## src/rtl/hough_frame_sequencer.sv

```systemverilog
// Per-frame scheduler for the Hough vote histograms: clears both RAMs during
// vsync, gates voting for the active frame, then scans for and publishes the peaks.
module hough_frame_sequencer #(
    parameter int X_BINS    = 640,
    parameter int Y_BINS    = 480,
    parameter int CNT_W     = 12,
    parameter int MIN_VOTES = 16
) (
    input  logic             clk,
    input  logic             reset,
    input  logic             vsync_in,
    input  logic             enable,
    output logic             acc_en,
    output logic [9:0]       ram_addr,
    output logic             x_we,
    output logic             y_we,
    input  logic [CNT_W-1:0] x_rdata,
    input  logic [CNT_W-1:0] y_rdata,
    output logic [9:0]       ideal_x,
    output logic [8:0]       ideal_y,
    output logic             ideal_valid,
    output logic             no_target,
    output logic             overrun,
    output logic             busy
);

    typedef enum logic [2:0] {
        IDLE,
        CLEAR,
        WAIT_FALL,
        ACCUM,
        SCAN,
        PUBLISH
    } state_t;

    localparam logic [9:0]       ADDR_LAST = 10'(X_BINS - 1);
    localparam logic [10:0]      SCAN_LAST = 11'(X_BINS);
    localparam logic [10:0]      Y_LIMIT   = 11'(Y_BINS);
    localparam logic [CNT_W-1:0] THRESH    = CNT_W'(MIN_VOTES);

    state_t           state;
    logic             vs_meta;
    logic             vs_sync;
    logic             vs_prev;
    logic             rise;
    logic             fall;
    logic [10:0]      scan_cnt;
    logic [CNT_W-1:0] x_max;
    logic [CNT_W-1:0] y_max;
    logic [9:0]       x_idx;
    logic [8:0]       y_idx;

    logic [9:0]       cmp_idx;
    logic             cmp_on;
    logic             x_take;
    logic             y_take;
    logic [CNT_W-1:0] x_max_nx;
    logic [CNT_W-1:0] y_max_nx;
    logic [9:0]       x_idx_nx;
    logic [8:0]       y_idx_nx;
    logic             peak_hit;

    // Two-flop synchronizer followed by a single edge-detect flop.
    // NOTE: sequential state is always assigned with <= so every flop samples pre-edge values.
    always_ff @(posedge clk or negedge reset) begin
        if (!reset) begin
            vs_meta <= 1'b0;
            vs_sync <= 1'b0;
            vs_prev <= 1'b0;
        end else begin
            vs_meta <= vsync_in;
            vs_sync <= vs_meta;
            vs_prev <= vs_sync;
        end
    end

    assign rise = vs_sync & ~vs_prev;
    assign fall = ~vs_sync & vs_prev;

    // Read data returned this cycle belongs to the address presented one cycle ago.
    // NOTE: every signal driven here gets a value on every path, so no latch is inferred.
    always_comb begin
        cmp_idx  = scan_cnt[9:0] - 10'd1;
        cmp_on   = (state == SCAN) && (scan_cnt != 11'd0);
        x_take   = cmp_on && (x_rdata > x_max);
        y_take   = cmp_on && ({1'b0, cmp_idx} < Y_LIMIT) && (y_rdata > y_max);
        x_max_nx = x_take ? x_rdata : x_max;
        y_max_nx = y_take ? y_rdata : y_max;
        x_idx_nx = x_take ? cmp_idx : x_idx;
        y_idx_nx = y_take ? cmp_idx[8:0] : y_idx;
        peak_hit = (x_max_nx >= THRESH) && (y_max_nx >= THRESH);
    end

    always_ff @(posedge clk or negedge reset) begin
        if (!reset) begin
            state       <= IDLE;
            acc_en      <= 1'b0;
            ram_addr    <= '0;
            x_we        <= 1'b0;
            y_we        <= 1'b0;
            ideal_x     <= '0;
            ideal_y     <= '0;
            ideal_valid <= 1'b0;
            no_target   <= 1'b0;
            overrun     <= 1'b0;
            busy        <= 1'b0;
            scan_cnt    <= '0;
            x_max       <= '0;
            y_max       <= '0;
            x_idx       <= '0;
            y_idx       <= '0;
        end else begin
            ideal_valid <= 1'b0;
            case (state)
                IDLE: begin
                    if (rise && enable) begin
                        state    <= CLEAR;
                        ram_addr <= '0;
                        x_we     <= 1'b1;
                        y_we     <= 1'b1;
                        busy     <= 1'b1;
                    end
                end

                CLEAR: begin
                    if (ram_addr == ADDR_LAST) begin
                        ram_addr <= '0;
                        x_we     <= 1'b0;
                        y_we     <= 1'b0;
                        busy     <= 1'b0;
                        // Vsync already low here means the frame start went by during the clear.
                        if (vs_sync) begin
                            state <= WAIT_FALL;
                        end else begin
                            state   <= IDLE;
                            overrun <= 1'b1;
                        end
                    end else begin
                        ram_addr <= ram_addr + 10'd1;
                        y_we     <= (({1'b0, ram_addr} + 11'd1) < Y_LIMIT);
                    end
                end

                WAIT_FALL: begin
                    if (!enable) begin
                        state <= IDLE;
                    end else if (fall) begin
                        state  <= ACCUM;
                        acc_en <= 1'b1;
                    end
                end

                ACCUM: begin
                    if (!enable) begin
                        state  <= IDLE;
                        acc_en <= 1'b0;
                    end else if (rise) begin
                        state    <= SCAN;
                        acc_en   <= 1'b0;
                        busy     <= 1'b1;
                        ram_addr <= '0;
                        scan_cnt <= '0;
                        x_max    <= '0;
                        y_max    <= '0;
                        x_idx    <= '0;
                        y_idx    <= '0;
                    end
                end

                SCAN: begin
                    x_max <= x_max_nx;
                    y_max <= y_max_nx;
                    x_idx <= x_idx_nx;
                    y_idx <= y_idx_nx;
                    if (scan_cnt == SCAN_LAST) begin
                        // Decide on the post-compare maxima so the strobe lands in PUBLISH itself.
                        state    <= PUBLISH;
                        ram_addr <= '0;
                        if (peak_hit) begin
                            ideal_x     <= x_idx_nx;
                            ideal_y     <= y_idx_nx;
                            ideal_valid <= 1'b1;
                            no_target   <= 1'b0;
                        end else begin
                            no_target   <= 1'b1;
                        end
                    end else begin
                        scan_cnt <= scan_cnt + 11'd1;
                        if (ram_addr != ADDR_LAST) begin
                            ram_addr <= ram_addr + 10'd1;
                        end
                    end
                end

                PUBLISH: begin
                    // The vsync pulse that closed the frame doubles as the next clear window.
                    if (enable) begin
                        state    <= CLEAR;
                        ram_addr <= '0;
                        x_we     <= 1'b1;
                        y_we     <= 1'b1;
                    end else begin
                        state <= IDLE;
                        busy  <= 1'b0;
                    end
                end

                default: begin
                    state    <= IDLE;
                    acc_en   <= 1'b0;
                    x_we     <= 1'b0;
                    y_we     <= 1'b0;
                    busy     <= 1'b0;
                    ram_addr <= '0;
                end
            endcase
        end
    end

endmodule

```

## config.mk

```make
export PLATFORM = sky130hd
export DESIGN_NAME = hough_frame_sequencer
export DESIGN_NICKNAME = d
export VERILOG_FILES = /design/src/rtl/hough_frame_sequencer.sv
export SDC_FILE = /design/constraint.sdc
export NUM_CORES = 1
export LEC_CHECK = 0
export CAP_MARGIN = 10
export CORE_MARGIN = 4
export CORE_UTILIZATION = 63
export CTS_BUF_LIST = sky130_fd_sc_hd__clkbuf_4 sky130_fd_sc_hd__clkbuf_8
export DETAILED_ROUTE_END_ITERATION = 6
export GPL_TIMING_DRIVEN = 0
export HOLD_SLACK_MARGIN = 0.12
export PLACE_DENSITY = 0.9
export SYNTH_ARGS = -nofsm -noshare
export SYNTH_HDL_FRONTEND = slang
export SYNTH_SLANG_ARGS = --single-unit
```

## constraint.sdc

```tcl
create_clock -name clk -period 5.3 [get_ports clk]
set_clock_uncertainty 0.1 [all_clocks]
set_input_delay 1.325 -clock clk [delete_from_list [all_inputs] [get_ports clk]]
set_output_delay 1.325 -clock clk [all_outputs]
set_load 0.1 [all_outputs]
```

# Word-level counts from Yosys, hierarchy flattened
# Cells that the tools add are included.
# Widths: inputs -> output; s select.
[totals]
reg_bits = 96
input_bits = 28
[classes]
n_addsub = 4
magnitude_cmp = 6
eq_ne = 21
mux = 53
n_bitwise = 8
reduce_logical = 23
[op_table]
columns = ["op", "n"]
rows = [
  ["$mux 10", 8],
  ["$pmux 10 s6", 1],
  ["$mux 12", 4],
  ["$pmux 12 s2", 2],
  ["$mux 11", 3],
  ["$mux 9", 3],
  ["$ge 12x5->1 const B", 2],
  ["$gt 12x12->1", 2],
  ["$pmux 11 s2", 1],
  ["$mux 3", 7],
  ["$pmux 10 s2", 1],
  ["$ne 2x2->1 const B", 9],
  ["$pmux 3 s6", 1],
  ["$pmux 9 s2", 1],
  ["$mux 1", 16],
  ["$reduce_and 3->1", 4],
  ["$reduce_and 4->1", 3],
  ["$reduce_and 6->1", 2],
  ["$add 10x1->11 const B", 1],
  ["$add 11x1->11 const B", 1],
  ["$eq 11x10->1 const B", 1],
  ["$lt 11x9->1 const B", 1],
  ["$reduce_bool 11->1", 1],
  ["$add 10x1->10 const B", 1],
  ["24 further kinds", 39],
]

# Longest topological paths before layout
[depth]
word_depth = 10
depth_mapped = 11
ltp_nobuf = 9

# Worst setup path before layout
# Ideal clock, no wire load.
[synth_timing]
kind = "input-to-reg"
start = "input port x_rdata[1]"
end = "register ideal_x[7]"
setup_ns = 0.128
t_arrival_ns = 3.279
required_time_ns = 5.072
path_slack_ns = 1.792
cell_stages = 9
path_buffers = 1
cell_sequence = "ha_1 > nor2b_1 > o211ai_1 > a211oi_1 > o41a_2 > mux2i_1 > nand3b_4 > buf_6 > mux2_1"
[synth_via]
elab_chain_len = 6
elab_cells_between_ends = 7
classes_between = "2 x order compare; 2 x mux; 3 x reduce/logical"
[synth_lines]
columns = ["item", "line_no", "source"]
rows = [
  ["start: declaration", "17", "input logic [CNT_W-1:0] x_rdata,"],
  ["$gt 12x12->1", "85", "x_take = cmp_on && (x_rdata > x_max);"],
  ["$logic_and 1x1->1", "85", ""],
  ["$mux 12", "87", "x_max_nx = x_take ? x_rdata : x_max;"],
  ["$ge 12x5->1", "91", "peak_hit = (x_max_nx >= THRESH) && (y_max_nx >= THRESH);"],
  ["$logic_and 1x1->1", "91", ""],
  ["$reduce_and 3->1 (no source line)", "n/a", ""],
  ["end signal: assignment", "180", "ideal_x <= x_idx_nx;"],
  ["end: declaration", "19", "output logic [9:0] ideal_x,"],
]
# Parallel ways exist; a longest one is shown, timed or not.
# A chain may end at the register's enable or synchronous reset.

# Final worst setup path
# Same ends and word-level chain as after synthesis.

==> metrics.yaml <==
status: "finished clean"
place.gp.congestion: 0.8784
power_density_nw_per_um2: 342.1
highest_layer: "met4"
nFillCells: 548
cts_setup_buffers: 0
dp_hpwl_um: 9714
synth_area_um2: 5369
fin_crit_ns: 3.955
path_class: "input pin to register"
ys_warn_count: 0
syn_nets: 631
cts_max_level: 3
wl_met3_um: 790
yosysSeqAreaShare_pct: 44.74
yosys-top-cells-count: "96 x dfrtp_1, 71 x nand2_1, 46 x inv_1, 46 x nor2_1, 38 x o21ai_0"
hold_violations: 0
syn_to_final_growth_pct: 17.73
setup_violations: 0
grt_pass1_vias: 4672
synth_cell_type_count: 64
drcViolationCount: 0
synth.top_cell.area_share_pct: 44.74
hp-class: "register to register"
core_um2: 8258
synth_area_leaders: "dfrtp_1 45%, ha_1 6.5%, nand2_1 5.0%"
clk_pin_slew_worst_paths_ns: 0.09
drive_gt1_share_pct: 6.116
place_inst: 743
wl_met2_um: 6530
cts_hold_buffers: 0
drt_iter0_drc: 264
fin_util_pct: 76.55
port_buffers: 62
synth_edf_count: 0
routedWlPerCell_um: 17.14
peakVddDrop_v: 0.0001711
wl_met1_um: 5444
crit_arrival_ns: 4.10
synth_top_area_cell: "dfrtp_1"
maxSlewHeadroom_pct: 18.39
path_cells: "clkdlybuf4s50_1 -> ha_1 -> nor2b_1 -> o211ai_1 -> a211oi_1 -> o41a_2 -> mux2i_1 -> nand3b_4 -> buf_6 -> mux2_1"
fp.dieH_um: 100.3
fmax_mhz: 252.8
cts-root-buf: "clkbuf_8"
drtPass1Iterations: 5
clock_path_buffers: 2
setup_slack_ns: 1.345
tightest_slew_ns: 1.215
cts_tree: "yes"
critPathBufInv: 2
endpoint_kind: "register"
async_flop_share_pct: 100.0
via_per_inst: 6.103
cts_made_buffers: 9
place_ws_ns: 1.109
start_util_pct: 65.02
num_rows: 33
die_w_um: 100.3
start_kind: "input pin"
p_leak_uw: 0.002949
die-area_um2: 10060
post-route-cell-area_um2: 6321
antennaDiodeCount: 0
syn_inst: 575
regArea_um2: 2402
fin_crit_sh_pct: 74.63
crit_path_max_incr_delay_ns: 0.56
antenna_found_initial: 0
cp_max_fo: 10
cts-resized-gates: 0
synth_flop_cell: "dfrtp_1"
cts.sinks: 96
yosysMostFrequentCell: "dfrtp_1"
routed_wl_um: 13010
clock_latency_ns: 0.37
synth_seq_cells: 96
io_pins: 64
grt_usage_pct: 26.75
syn_avg_cell_area_um2: 9.337
grt_pass1_wl_um: 21650
nNetsFinal: 705
routed-via-count: 4632
placed_cell_area_um2: 6146
rsz0062_at_grt: "no"
slew_violations: 0
grt_max_degree: 66
antenna_left: 0
maxCapViolations: 0
stdcell_count: 759
multi_input_area_um2: 2636
cp.required_ns: 5.45
critPathSlowestCell: "o41a_2"
gr-total-overflow: 0
crit_family: "compound AO/OA/AOI/OAI gates"
-- registers in the layout (all words and copies together), names as in the netlist, 3 cells and up --
name / count
ram_addr: 10
ideal_x: 10
ideal_y: 9
state: 3
y_max: 12
x_max: 12
y_idx: 9
scan_cnt: 11
x_idx: 10
-- cell usage in the layout, fill, tap and decap left out, types with 2 or more instances in the layout --
cell type	netlist	final
nand2_1	71	71
clkinvlp_4	0	4
nor2b_1	5	5
nor3b_1	2	2
nand4b_1	2	2
o21ai_0	38	38
a21oi_1	18	18
nand2b_1	2	2
o21ai_1	10	10
buf_2	6	6
o22a_1	2	2
dfrtp_1	96	96
xor2_1	11	11
nor4_1	9	9
a22o_1	3	3
nand3b_1	2	2
mux2_1	16	16
and2_1	2	2
clkdlybuf4s50_1	0	61
a21boi_0	2	2
o31ai_1	30	30
mux2i_1	20	20
and3_1	5	5
inv_1	46	46
nand4_1	9	9
ha_1	28	28
nand3_1	18	18
buf_4	3	4
buf_6	2	2
nor2_1	46	46
a211oi_1	2	2
xnor2_1	6	6
nor3_1	7	7
a21o_1	5	5
inv_2	2	2
clkbuf_1	19	19
clkbuf_8	0	9
-- final cells by class --
class | count | share of cell area (%)
flip-flops and latches | 96 | 38.00
inverters | 48 | 2.850
clock inverters | 6 | 0.6928
plain buffers | 31 | 2.375
repair buffers | 63 | 10.21
clock buffers | 10 | 2.078
multi-input cells | 400 | 41.71
well taps | 105 | 2.078
-- per-layer routing --
metal  vias up  track usage, %
met5         -               0
met1      2249           34.64
met4         0           8.912
li1       2156               -
met3        20           4.239
met2       207           45.87
-- through the flow --
| step | TNS (ns) | power [uW] | hold WS, ns |
|---|---|---|---|
| floorplan | 0 | 1495 | 0.2312 |
| global placement | -58.37 | 1659 | 0.2329 |
| detailed placement | 0 | 1720 | 0.2404 |
| CTS | 0 | 2154 | 0.2713 |
| global route | 0 | 2302 | 0.2881 |
| finish | 0 | 2162 | 0.2665 |
-- path summary, 6_finish.rpt --
path / from / to / slack [ns] / cells after the start
worst max-delay path: x_rdata[1] / ideal_x[7] / 1.34 / 10
worst min-delay path: vs_meta / vs_sync / 0.27 / 0
worst max register to register: scan_cnt[0] / ideal_y[6] / 2.28 / 9
worst min register to register: vs_meta / vs_sync / 0.27 / 0
max in group asynchronous: reset / ideal_y[4] / 3.64 / 2
min in group asynchronous: reset / y_max[1] / 0.79 / 1
-- cells by family (layout without fill, tap and decap cells) --
| logic type | after synthesis | in the layout | share of synthesized area (%) |
|---|---|---|---|
| buf+inv | 79 | 158 | 6.152 |
| simple gates | 189 | 189 | 16.85 |
| mux | 36 | 36 | 7.085 |
| xor+xnor | 17 | 17 | 2.773 |
| fa+ha+maj | 29 | 29 | 6.712 |
| compound gates | 129 | 129 | 15.68 |
| flops | 96 | 96 | 44.74 |
-- power breakdown --
group	internal, uW	leakage (uW)	switching [uW]	total (uW)
Sequential	861	0.00119	66.4	927
Combinational	317	0.00168	480	797
Clock	177	0.0000783	262	438
Total	1350	0.00295	808	2160
Note: power is estimated with default switching activity, not from simulation.
